$ cat src/rtl/alu_commit_pkg.sv
// rtl/alu_commit_pkg.sv - shared core configuration for the commit stage
// Contents: data/register widths, execution unit count, commit FSM state type.
package alu_commit_pkg;

  localparam int XLEN         = 32;
  localparam int REG_ADDR_W   = 5;
  localparam int N_EXEC_UNITS = 4;

  typedef enum logic {
    CM_RUN,
    CM_HALT
  } commit_state_t;

endpackage

$ cat src/rtl/alu_commit_if.sv
// rtl/alu_commit_if.sv - ALU result bus between execution units and commit stage
// Signals (unit i occupies slice i of each vector):
//   u_valid  result valid, held by the unit until it sees u_clear
//   u_res    result data          u_rd    destination register
//   u_error  overflow/illegal     u_req   jump request
//   u_jmp    jump target          u_clear one-cycle clear back to the unit
// Modports: master = execution units, slave = commit stage.
interface alu_commit_if #(
  parameter int N_UNITS    = alu_commit_pkg::N_EXEC_UNITS,
  parameter int XLEN       = alu_commit_pkg::XLEN,
  parameter int REG_ADDR_W = alu_commit_pkg::REG_ADDR_W
);

  logic [N_UNITS-1:0]            u_valid;
  logic [N_UNITS*XLEN-1:0]       u_res;
  logic [N_UNITS*REG_ADDR_W-1:0] u_rd;
  logic [N_UNITS-1:0]            u_error;
  logic [N_UNITS-1:0]            u_req;
  logic [N_UNITS*XLEN-1:0]       u_jmp;
  logic [N_UNITS-1:0]            u_clear;

  modport master (
    output u_valid, u_res, u_rd, u_error, u_req, u_jmp,
    input  u_clear
  );

  modport slave (
    input  u_valid, u_res, u_rd, u_error, u_req, u_jmp,
    output u_clear
  );

endinterface

$ cat src/rtl/alu_commit_rr_arbiter.sv
// rtl/alu_commit_rr_arbiter.sv - combinational round-robin arbiter
// Ports:
//   req   in  N   request vector
//   ptr   in  IW  highest-priority index this cycle
//   grant out N   one-hot grant (zero when no request)
//   idx   out IW  index of the granted request
//   any   out 1   at least one request present
module rr_arbiter #(
  parameter int N  = 4,
  parameter int IW = (N > 1) ? $clog2(N) : 1
) (
  input  logic [N-1:0]  req,
  input  logic [IW-1:0] ptr,
  output logic [N-1:0]  grant,
  output logic [IW-1:0] idx,
  output logic          any
);

  // Scan N positions starting at ptr; the first hit wins.
  always_comb begin
    grant = '0;
    idx   = '0;
    any   = 1'b0;
    for (int k = 0; k < N; k++) begin : scan
      logic [IW-1:0] j;
      j = IW'((int'(ptr) + k) % N);
      if (!any && req[j]) begin
        any      = 1'b1;
        grant[j] = 1'b1;
        idx      = j;
      end
    end
  end

endmodule

$ cat src/rtl/alu_commit.sv
// rtl/alu_commit.sv - commit stage: round-robin commit of N execution units
// Ports:
//   clk, rst_n   clock, asynchronous active-low reset
//   units        alu_commit_if.slave result bus (u_clear driven here)
//   wr_en/addr/data   register-file write port (one-cycle strobe)
//   redir_valid/pc    PC redirect (one-cycle strobe)
//   exc_valid/unit    exception pending and faulting unit, held until exc_ack
//   exc_ack           exception acknowledge, only honoured while halted
module alu_commit #(
  parameter int N_UNITS    = alu_commit_pkg::N_EXEC_UNITS,
  parameter int XLEN       = alu_commit_pkg::XLEN,
  parameter int REG_ADDR_W = alu_commit_pkg::REG_ADDR_W
) (
  input  logic                       clk,
  input  logic                       rst_n,
  alu_commit_if.slave                units,
  output logic                       wr_en,
  output logic [REG_ADDR_W-1:0]      wr_addr,
  output logic [XLEN-1:0]            wr_data,
  output logic                       redir_valid,
  output logic [XLEN-1:0]            redir_pc,
  output logic                       exc_valid,
  output logic [$clog2(N_UNITS)-1:0] exc_unit,
  input  logic                       exc_ack
);

  import alu_commit_pkg::*;

  localparam int IW = $clog2(N_UNITS);

  commit_state_t state_q, state_d;
  logic [IW-1:0]         ptr_q, ptr_d;
  logic [N_UNITS-1:0]    clear_q, clear_d;
  logic [N_UNITS-1:0]    elig, grant;
  logic [IW-1:0]         g_idx;
  logic                  g_any;
  logic [XLEN-1:0]       g_res, g_jmp;
  logic [REG_ADDR_W-1:0] g_rd;

  logic                  wr_en_d, redir_valid_d, exc_valid_d;
  logic [REG_ADDR_W-1:0] wr_addr_d;
  logic [XLEN-1:0]       wr_data_d, redir_pc_d;
  logic [IW-1:0]         exc_unit_d;

  // The registered clear doubles as the pending mask: a unit still shows
  // valid during the cycle it is being cleared and must not win again.
  assign units.u_clear = clear_q;
  assign elig          = units.u_valid & ~clear_q;

  rr_arbiter #(.N(N_UNITS), .IW(IW)) u_arb (
    .req   (elig),
    .ptr   (ptr_q),
    .grant (grant),
    .idx   (g_idx),
    .any   (g_any)
  );

  assign g_res = units.u_res[int'(g_idx)*XLEN +: XLEN];
  assign g_jmp = units.u_jmp[int'(g_idx)*XLEN +: XLEN];
  assign g_rd  = units.u_rd[int'(g_idx)*REG_ADDR_W +: REG_ADDR_W];

  always_comb begin
    state_d       = state_q;
    ptr_d         = ptr_q;
    clear_d       = '0;
    wr_en_d       = 1'b0;
    wr_addr_d     = '0;
    wr_data_d     = '0;
    redir_valid_d = 1'b0;
    redir_pc_d    = '0;
    exc_valid_d   = exc_valid;
    exc_unit_d    = exc_unit;
    case (state_q)
      CM_RUN: begin
        if (g_any) begin
          clear_d = grant;
          ptr_d   = (g_idx == IW'(N_UNITS - 1)) ? '0 : g_idx + 1'b1;
          if (units.u_error[g_idx]) begin
            // Faulting result is dropped; the unit is still freed.
            exc_valid_d = 1'b1;
            exc_unit_d  = g_idx;
            state_d     = CM_HALT;
          end else begin
            wr_en_d   = (g_rd != '0);
            wr_addr_d = g_rd;
            wr_data_d = g_res;
            if (units.u_req[g_idx]) begin
              redir_valid_d = 1'b1;
              redir_pc_d    = g_jmp;
            end
          end
        end
      end
      CM_HALT: begin
        if (exc_ack) begin
          state_d     = CM_RUN;
          exc_valid_d = 1'b0;
          exc_unit_d  = '0;
        end
      end
      default: state_d = CM_RUN;
    endcase
  end

  always_ff @(posedge clk or negedge rst_n) begin
    if (!rst_n) begin
      state_q     <= CM_RUN;
      ptr_q       <= '0;
      clear_q     <= '0;
      wr_en       <= 1'b0;
      wr_addr     <= '0;
      wr_data     <= '0;
      redir_valid <= 1'b0;
      redir_pc    <= '0;
      exc_valid   <= 1'b0;
      exc_unit    <= '0;
    end else begin
      state_q     <= state_d;
      ptr_q       <= ptr_d;
      clear_q     <= clear_d;
      wr_en       <= wr_en_d;
      wr_addr     <= wr_addr_d;
      wr_data     <= wr_data_d;
      redir_valid <= redir_valid_d;
      redir_pc    <= redir_pc_d;
      exc_valid   <= exc_valid_d;
      exc_unit    <= exc_unit_d;
    end
  end

endmodule

$ cat src/flat_wrapper.sv
// flat-port wrapper written by rule: the top's interface ports become plain ports
module alu_commit_flat import alu_commit_pkg::*;
#(
  parameter int N_UNITS    = alu_commit_pkg::N_EXEC_UNITS,
  parameter int XLEN       = alu_commit_pkg::XLEN,
  parameter int REG_ADDR_W = alu_commit_pkg::REG_ADDR_W
)
  (clk, rst_n, wr_en, wr_addr, wr_data, redir_valid, redir_pc, exc_valid, exc_unit, exc_ack, units_u_valid, units_u_res, units_u_rd, units_u_error, units_u_req, units_u_jmp, units_u_clear);
  alu_commit_if #(.N_UNITS(N_UNITS), .XLEN(XLEN), .REG_ADDR_W(REG_ADDR_W)) units_i ();
  input  logic clk;
  input  logic rst_n;
  output logic wr_en;
  output logic [REG_ADDR_W-1:0] wr_addr;
  output logic [XLEN-1:0] wr_data;
  output logic redir_valid;
  output logic [XLEN-1:0] redir_pc;
  output logic exc_valid;
  output logic [$clog2(N_UNITS)-1:0] exc_unit;
  input  logic exc_ack;
  input wire logic [$bits(units_i.u_valid)-1:0] units_u_valid;
  input wire logic [$bits(units_i.u_res)-1:0] units_u_res;
  input wire logic [$bits(units_i.u_rd)-1:0] units_u_rd;
  input wire logic [$bits(units_i.u_error)-1:0] units_u_error;
  input wire logic [$bits(units_i.u_req)-1:0] units_u_req;
  input wire logic [$bits(units_i.u_jmp)-1:0] units_u_jmp;
  output wire logic [$bits(units_i.u_clear)-1:0] units_u_clear;
  assign units_i.u_valid = units_u_valid;
  assign units_i.u_res = units_u_res;
  assign units_i.u_rd = units_u_rd;
  assign units_i.u_error = units_u_error;
  assign units_i.u_req = units_u_req;
  assign units_i.u_jmp = units_u_jmp;
  assign units_u_clear = units_i.u_clear;
  alu_commit #(.N_UNITS(N_UNITS), .XLEN(XLEN), .REG_ADDR_W(REG_ADDR_W)) u_core (.clk(clk), .rst_n(rst_n), .units(units_i), .wr_en(wr_en), .wr_addr(wr_addr), .wr_data(wr_data), .redir_valid(redir_valid), .redir_pc(redir_pc), .exc_valid(exc_valid), .exc_unit(exc_unit), .exc_ack(exc_ack));
endmodule
$ cat config.mk
export PLATFORM = sky130hd
export DESIGN_NAME = alu_commit_flat
export DESIGN_NICKNAME = d
export VERILOG_FILES = /design/src/rtl/alu_commit_pkg.sv /design/src/rtl/alu_commit_if.sv /design/src/rtl/alu_commit_rr_arbiter.sv /design/src/rtl/alu_commit.sv /design/src/flat_wrapper.sv
export SDC_FILE = /design/constraint.sdc
export NUM_CORES = 1
export LEC_CHECK = 0
export ABC_AREA = 1
export CAP_MARGIN = 20
export CORE_AREA = 5 5 142 144
export DETAILED_ROUTE_END_ITERATION = 12
export DIE_AREA = 0 0 147 149
export HOLD_SLACK_MARGIN = 0.15
export PLACE_DENSITY = 0.69
export SYNTH_ARGS = -nofsm -noshare
export SYNTH_HDL_FRONTEND = slang
export SYNTH_HIERARCHICAL = 1
export SYNTH_SLANG_ARGS = --single-unit
$ cat constraint.sdc
create_clock -name clk -period 5.3 [get_ports clk]
set_clock_uncertainty 0.2 [all_clocks]
set_input_delay 1.06 -clock clk [delete_from_list [all_inputs] [get_ports clk]]
set_output_delay 1.06 -clock clk [all_outputs]
set_load 0.01 [all_outputs]
==> run_results.csv <==
group,metric,value,unit
logic_synthesis,synth-seq-cells,81,
clock_network,clock_latency,0.34,ns
logic_synthesis,synth.distinct_cells,25,
logic_synthesis,syn-num-nets,1050,
floorplan,die-area,21900,µm²
timing,setup_viol,0,
logic_synthesis,synth_xor_area_frac,0,
logic_synthesis,avgSynthCellArea,6.91,µm²
global_routing,grt_usage,0.204,
logic_synthesis,syn_area,5200,µm²
min_path,hp-start,"u_core/exc_unit[0]",
timing,hold_violations,0,
drt,finalWirelength,23300,µm
final_layout,drive_gt1_frac,0.0560,
final_layout,seq_area,2030,µm²
run_status,outcome,"complete, no violations",
clock_network,cts_setup_buffers,0,
setup_path,end_kind,"flop",
timing,setup_ws,1.07,ns
setup_path,r2r-start,"u_core/ptr_q[0]",
setup_path,required,5.34,ns
placed_design,place.gp.congestion,0.909,
clock_network,cts_made_buffers,9,
logic_synthesis,synth_top_family_by_area,"simple AND/OR/NAND/NOR gates",
min_path,hold_class,"flop to flop",
global_routing,antenna_found_initial,1,
logic_synthesis,synth_top_area_frac,0.390,
floorplan,initial_core_util,0.280,
clock_network,numClockSinks,81,
power,max-vdd-ir-drop,0.757,mV
drt,drt_iter0_markers,311,
drt,antenna_left,0,
drt,routedWlPerCell,17.6,µm
clock_network,cts_buffer_depth,2,
floorplan,die_w,147,µm
logic_synthesis,yosysWarnings,6,
placed_design,port_buffers,368,
timing,max_freq,236,MHz
drt,vias,6258,
setup_path,crit_type,"primary input to flop",
setup_path,worstSetupStartpointType,"primary input",
flow_run,maxCapViolCount,0,
clock_network,h-tree-depth,3,
final_layout,fill_cells,1804,
logic_synthesis,synth_fa_ha_area_frac,0.0144,
timing,tightest_slew,0.921,ns
drt,first_pass_iters,5,
final_layout,nets,1383,
clock_network,ctsResizeCount,0,
drt,drc_errors,0,
final_layout,syn_to_final_growth,79.5,%
setup_path,critPathLaunch,"units_u_valid[3]",
final_layout,diodes,0,
final_layout,multi_input_area,2710,µm²
clock_network,hold_buffers,0,
timing,setup_tns,0,ns
power,leakagePower,0.00403,µW
timing,slew_headroom,0.386,
clock_network,clock-root-buffer,"clkbuf_16",
drt,vias_per_cell,4.73,
clock_network,cts_tree,"yes",
timing,rsz0062_at_grt,"false",
floorplan,ioPinCount,369,
setup_path,worst-path-max-fanout,53,
global_routing,grt.overflow.total,0,
power,pwr_density_cell,739,nW/µm²
global_routing,grt_pass1_wl,34800,µm
logic_synthesis,seq_area_frac_synth,0.390,
global_routing,grt_pass1_vias,6135,
placed_design,dp.final_hpwl,17800,µm
logic_synthesis,synthCells,753,
logic_synthesis,yosys.area_share.simple,0.278,
floorplan,fp.dieH,149,µm
logic_synthesis,yosys.area.top_type,"dfrtp_1",
timing,period_minus_slack,4.23,ns
logic_synthesis,synth_compound_area_frac,0.226,
placed_design,dp_slack,0.643,ns
global_routing,grt_max_degree,112,
clock_network,clkTransAtPathRegs,0.06,ns
logic_synthesis,synth_area_leaders,"dfrtp_1, nor2_1, o21ai_0",
timing,finalCritPeriodShare,0.798,
timing,report.final.slew_viol_count,0,
logic_synthesis,synth.area.mux_share,0,
setup_path,arrival,4.27,ns
floorplan,core,18600,µm²
floorplan,rows,50,
[kinds of logic after synthesis]
kind of cell / count (synthesis)
compound gates: 209
fa+ha+maj: 6
buf+inv: 104
flops: 81
simple gates: 353
[final cells by class]
class | instances | share of cell area
Clock buffer | 12 | 0.0253
Clock inverter | 3 | 0.00965
Inverter | 50 | 0.0204
Multi-Input combinational cell | 568 | 0.291
Sequential cell | 81 | 0.217
Tap cell | 234 | 0.0314
Timing Repair Buffer | 376 | 0.406
[placed cells by master (no fill, tap or decap), drive strengths merged]
cell / netlist / routed
nand4: 7 / 7
ha: 6 / 6
o22ai: 32 / 32
a21boi: 4 / 4
inv: 50 / 50
o21ai: 133 / 133
bufinv: 0 / 3
buf: 30 / 9
clkdlybuf4s50: 0 / 367
o31ai: 1 / 1
nand2: 68 / 68
nand3: 33 / 33
nor2: 245 / 245
clkbuf: 24 / 12
dfrtp: 81 / 81
a21oi: 39 / 39
[registers in the layout (all words and copies together), names as in the netlist]
register	cells
u_core/redir_pc	32
u_core/units.u_clear	4
u_core/wr_en	1
u_core/ptr_q	2
u_core/state_q	1
u_core/wr_data	32
u_core/redir_valid	1
u_core/exc_unit	2
u_core/wr_addr	5
u_core/exc_valid	1
[where the power goes]
group | total (µW) | internal (µW) | switching (µW)
Sequential | 867 | 800 | 67.2
Combinational | 5330 | 1810 | 3520
Clock | 707 | 459 | 248
[synth_stat cells, drive strengths merged]
cell type,count
a21boi,4
a21oi,39
buf,30
clkbuf,24
dfrtp,81
ha,6
inv,50
nand2,68
nand3,33
nand4,7
nor2,245
o21ai,133
o22ai,32
o31ai,1
[per-stage QoR]
step / std cells / total power, µW / area (µm²) / utilization / hold WS (ns)
final: 1324 / 6900 / 9340 / 0.502 / 0.333
after global routing: 1324 / 7670 / 9340 / 0.502 / 0.377
after CTS: 1323 / 6990 / 9310 / 0.501 / 0.338
after detailed placement: 1308 / 6240 / 8980 / 0.483 / 0.328
after global placement: 1308 / 6210 / 8980 / 0.483 / 0.310
after floorplan: 753 / 4810 / 5200 / - / 0.280
[worst max-delay path: stages]
cell and delay (ns):
clkdlybuf4s50_1 0.46, inv_1 0.04, nor2_1 0.14, inv_1 0.06, nand2_1 0.12, nand2_1 0.07
nand2_1 0.07, nand2_2 0.11, inv_1 0.17, nand3_1 0.14, nand3_4 0.14, buf_4 0.44
nor2_1 0.10, nor2_1 0.09, o21ai_0 0.10, nand2_1 0.10, nand3_2 0.54, nor2_1 0.29
[worst paths after layout]
kind | end | slack (ns) | cells after the start
setup / recovery | u_core/redir_pc[24] | 1.07 | 18
hold / removal | u_core/exc_unit[0] | 0.33 | 2
setup reg to reg | u_core/redir_pc[24] | 1.27 | 15
hold reg to reg | u_core/exc_unit[0] | 0.33 | 2
max in group asynchronous | u_core/wr_data[20] | 3.84 | 2
min in group asynchronous | u_core/redir_pc[21] | 0.47 | 1
[layer usage]
layer  track usage  vias up  wire, µm
met1         0.243     2885      9210
met5             0        -        13
met4        0.0652        2       616
met2         0.357      210     11900
li1              -     3122         -
met3        0.0553       39      1560
Power figures use the tool's default switching activity.
